===== src/rtl/memory_write.sv =====
// memory_write: 64 x 6-bit flop storage with a per-entry valid bitmap.
// A single requester starts either a write (WEN) or a clear-all (CLRMEM)
// from IDLE. Writes commit one cycle after being sampled, settle for
// HOLD_CYCLES cycles, then pulse ACK. A clear sweeps all 64 entries
// (one per cycle) and then pulses ACK. Storage is readable at any time
// through the combinational RADD -> RDATA/RVALID monitor port.
//
// Request/acknowledge semantics: WEN or CLRMEM is accepted only on a
// rising edge where the FSM is in IDLE (BUSY=0); a request seen while
// BUSY=1 is dropped, not queued. Every accepted request ends with exactly
// one single-cycle ACK pulse, after which BUSY falls with ACK. CLRMEM wins
// over a simultaneous WEN. Reset aborts any operation without an ACK.
module memory_write #(
    parameter int HOLD_CYCLES = 4
) (
    input  logic       CLK,
    input  logic       RST,
    input  logic       WEN,
    input  logic [5:0] ADD,
    input  logic [5:0] DIN,
    input  logic       CLRMEM,
    input  logic [5:0] RADD,
    output logic [5:0] RDATA,
    output logic       RVALID,
    output logic       BUSY,
    output logic       ACK,
    output logic [6:0] COUNT
);

    typedef enum logic [2:0] {
        IDLE  = 3'd0,
        WRITE = 3'd1,
        HOLD  = 3'd2,
        DONE  = 3'd3,
        SWEEP = 3'd4
    } state_t;

    // Last value of the settle counter before leaving HOLD.
    localparam logic [3:0] HOLD_LAST = 4'(HOLD_CYCLES - 1);
    localparam logic [6:0] COUNT_MAX = 7'd64;

    state_t      state;
    state_t      state_nxt;
    logic [5:0]  lat_add;
    logic [5:0]  lat_din;
    logic [3:0]  hold_cnt;
    logic [5:0]  sweep_idx;
    logic [6:0]  count;
    logic [5:0]  mem [64];
    logic [63:0] valid;

    // State register; reset drops any in-flight operation back to IDLE.
    always_ff @(posedge CLK or negedge RST) begin
        if (!RST) begin
            state <= IDLE;
        end else begin
            state <= state_nxt;
        end
    end

    // Next-state decode; requests are only looked at in IDLE.
    always_comb begin
        state_nxt = state;
        case (state)
            IDLE: begin
                if (CLRMEM) begin
                    state_nxt = SWEEP;
                end else if (WEN) begin
                    state_nxt = WRITE;
                end
            end
            WRITE: begin
                state_nxt = HOLD;
            end
            HOLD: begin
                if (hold_cnt == HOLD_LAST) begin
                    state_nxt = DONE;
                end
            end
            DONE: begin
                state_nxt = IDLE;
            end
            SWEEP: begin
                if (sweep_idx == 6'd63) begin
                    state_nxt = DONE;
                end
            end
            default: begin
                state_nxt = IDLE;
            end
        endcase
    end

    // Datapath: request latch, commit, settle counter, sweep and occupancy.
    always_ff @(posedge CLK or negedge RST) begin
        if (!RST) begin
            lat_add   <= '0;
            lat_din   <= '0;
            hold_cnt  <= '0;
            sweep_idx <= '0;
            count     <= '0;
            valid     <= '0;
            for (int i = 0; i < 64; i++) begin
                mem[i] <= '0;
            end
        end else begin
            case (state)
                IDLE: begin
                    hold_cnt  <= '0;
                    sweep_idx <= '0;
                    // The latch only matters when a write is actually taken.
                    if (WEN && !CLRMEM) begin
                        lat_add <= ADD;
                        lat_din <= DIN;
                    end
                end
                WRITE: begin
                    mem[lat_add]   <= lat_din;
                    valid[lat_add] <= 1'b1;
                    hold_cnt       <= '0;
                    // Only a fresh entry grows the occupancy count.
                    if (!valid[lat_add] && (count != COUNT_MAX)) begin
                        count <= count + 7'd1;
                    end
                end
                HOLD: begin
                    hold_cnt <= hold_cnt + 4'd1;
                end
                SWEEP: begin
                    mem[sweep_idx]   <= '0;
                    valid[sweep_idx] <= 1'b0;
                    sweep_idx        <= sweep_idx + 6'd1;
                    if (sweep_idx == 6'd63) begin
                        count <= '0;
                    end
                end
                default: begin
                end
            endcase
        end
    end

    // Monitor port reads storage directly; a commit is visible from its edge.
    always_comb begin
        RDATA  = mem[RADD];
        RVALID = valid[RADD];
    end

    // Status outputs decoded purely from registered state.
    always_comb begin
        BUSY  = (state != IDLE);
        ACK   = (state == DONE);
        COUNT = count;
    end

endmodule


===== config.mk =====
export PLATFORM = sky130hd
export DESIGN_NAME = memory_write
export DESIGN_NICKNAME = d
export VERILOG_FILES = /design/src/rtl/memory_write.sv
export SDC_FILE = /design/constraint.sdc
export NUM_CORES = 1
export LEC_CHECK = 0
export CAP_MARGIN = 20
export CORE_ASPECT_RATIO = 1.1
export CORE_UTILIZATION = 41
export CTS_BUF_LIST = sky130_fd_sc_hd__clkbuf_16
export DETAILED_ROUTE_END_ITERATION = 10
export GPL_TIMING_DRIVEN = 0
export MAX_ROUTING_LAYER = met4
export PLACE_DENSITY = 0.69
export SLEW_MARGIN = 20
export SYNTH_ARGS = -nofsm -noshare
export SYNTH_HDL_FRONTEND = slang
export SYNTH_SLANG_ARGS = --single-unit

===== constraint.sdc =====
create_clock -name CLK -period 2.9 [get_ports CLK]
set_clock_uncertainty 0.15 [all_clocks]
set_input_delay 0.435 -clock CLK [delete_from_list [all_inputs] [get_ports CLK]]
set_output_delay 0.435 -clock CLK [all_outputs]
set_load 0.005 [all_outputs]

==> qor.txt <==
Status - finished, violations left
Violated checks - negative setup slack
Max Root-Sink Buffers - 3
CTS tree - built
Nets - 1846
Ys async rst share - 100.0%
Starting density of the core - 41.49%
F_max - 0.2970 GHz
Fin Setup TNS - -3.153 ns
Crit path capture type - output pin
Slew @ Worst Pin - 1.277 ns
Drt total wl - 75.81 mm
Number of synthesized flops with an enable pin - 0
Cells after Synth - 1708
Synth warn - 0
1st-iter DRT viols - 1935
Cts bufs inserted - 50
Mean post-synth cell area - 13.04 sq um
Share of layout cells above drive strength 1 - 23.56%
Post-synthesis sequential area ratio - 53.94%
Mapped Nets - 1734
Max-cap violations - 0
Hold WC Path Type - primary input to asynchronous set/reset pin
CORE AREA - 53670 sq um
Die ar. - 55250 sq um
Chip width - 224.2 um
Most frequent cells after synthesis - dfrtp_1, a22o_1, nand2_1
Clk_lat worst skew - 0.61 ns
Vias - 17040
Vias in the first global route - 17020
Fin crit period - 3.367 ns
Main flop type after synthesis - dfrtp_1
Initial antenna violation count - 2
Final Cycle Share - 116.1%
IO Pins - 38
GPL Wtd Cong - 0.9892
DRC viols - 0
DP HPWL - 51.67 mm
CP Max Fanout - 10
Row cnt - 89
Post-route setup slack - -0.4675 ns
Critical path data required time - 2.32 ns
FF-to-FF Start - lat_add[0]$_DFFE_PN0P_
Count leader, synth - dfrtp_1
CP Class - primary input to output pin
Synth top area cells - dfrtp_1, mux4_2, a22o_1
Overflow after GRT - 0
Fill cell count - 4641
Fin Hold WS - 0.2165 ns
Relative slew slack - 14.84%
GRT Total Usage - 28.55%
Number of routed nets with antenna violations - 0
Synth area leader - dfrtp_1
Die Y-Extent - 246.4 um
Clock slew at reported path FFs - 0.06 ns
Root buffer cell - clkbuf_16
Port bufs - 31
Worst setup SP type - primary input
Total clock sinks - 480
Slew Viols, Final - 0
FF+latch count, synth - 480
Area Growth Syn to Fin - 17.76%
Largest net degree at the start of global routing - 96
Setup violators final - 10
DRT Pass-1 Iters - 5
Final Hold Violating Endpoints - 0
Leak - 0.01183 uW
First-pass GRT wire length - 112.8 mm
Pwr dens - 654.5 nW/um^2
Peak supply drop - 506.2 uV
Cell variety after synth - 58
Routed vias/inst - 6.588
RSZ-0062 raised after global routing - yes
Worst setup path startpoint - RADD[1]
Wire per inst - 29.30 um
Total power - 17160 uW
Ant. Diodes - 0
Yosys top cell area share - 53.94%
CTS HTree Levels - 2
Post-synthesis cell area - 22270 sq um
Critical Path AT - 2.78 ns
==> layout by cell type, fill, tap and decap left out, types with 14 or more instances in the layout <==
cell and count:
a21oi_1 56, nand2_1 185, buf_4 31, mux2_2 17, mux4_2 150, o21ai_0 57, clkbuf_1 65, nor2_2 21
clkbuf_16 52, dfrtp_1 478, nand3_1 14, nor2_1 20, nor2_4 44, clkdlybuf4s50_1 23, a21o_1 67, a22o_1 343
==> critical path, stage by stage <==
cell      delay, ns
clkbuf_4       0.19
buf_12         0.18
buf_12         0.18
buf_12         0.18
mux4_2         0.34
mux4_2         0.56
mux4_2         0.55
buf_2          0.16
==> routing by layer <==
metal	vias up	routed length (um)	track usage (%)
met4	0	5034	17.09
li1	6838	-	-
met5	-	0	-
met3	250	7039	7.084
met1	8939	29440	36.20
met2	1017	34290	41.46
==> sequential cells by signal, indices dropped and copies added, names as in the netlist <==
signal	count
mem	384
valid	64
COUNT	7
lat_add	6
lat_din	6
sweep_idx	6
hold_cnt	4
state	3
==> worst paths after layout <==
kind,end,slack (ns),cells after the start
min in group CLK,state[2]$_DFFE_PN0P_,0.30,3
setup reg to reg,mem[61]$_DFFE_PN0P_,-0.01,7
max in group asynchronous,mem[307]$_DFFE_PN0P_,0.46,6
setup / recovery,RDATA[2],-0.47,8
hold / removal,mem[95]$_DFFE_PN0P_,0.22,2
hold reg to reg,mem[54]$_DFFE_PN0P_,0.35,1
==> power by group <==
group	switching [uW]	internal (uW)
clock	2800	3470
sequential	126	6820
combinational	3050	901
total	5980	11200
==> stage by stage <==
step                      cells  worst slack [ns]  instance area, sq um  util [%]
after detailed placement   2476            -1.228                 23770     44.29
after floorplan            1708           0.01195                 22340         -
after global routing       2587           -0.4781                 26220     48.86
after global placement     2467            -19.27                 23570     43.90
final                      2587           -0.4675                 26220     48.86
after CTS                  2579           -0.4539                 25900     48.26
==> final cells by class <==
type | count | area, sq um | share of cell area (%)
Buffer | 123 | 840.8 | 3.206
Clock buffer | 51 | 1276 | 4.867
Clock inverter | 40 | 280.3 | 1.069
Inverter | 6 | 22.52 | 0.08588
Multi-Input combinational cell | 1094 | 10200 | 38.91
Sequential cell | 480 | 12010 | 45.81
Tap cell | 728 | 910.9 | 3.473
Timing Repair Buffer | 65 | 675.6 | 2.576
==> logic make-up (layout without fill, tap and decap cells) <==
| logic type | after synthesis | in the layout | synth area share, % |
|---|---|---|---|
| compound gates | 561 | 561 | 19.68 |
| flops | 480 | 480 | 53.94 |
| simple gates | 347 | 347 | 6.720 |
| mux | 182 | 182 | 16.73 |
| buf+inv | 134 | 285 | 2.708 |
| fa+ha+maj | 4 | 4 | 0.2248 |
==> timing repair <==
item	in CTS	in global routing
setup buffers	14	9
gates resized for setup	179	61
setup endpoints to repair	459	332
pin swaps	5	5
endpoints found under the hold margin	56	0
cloned	0	1
hold buffers	1	0
Power figures use the tool's default switching activity.
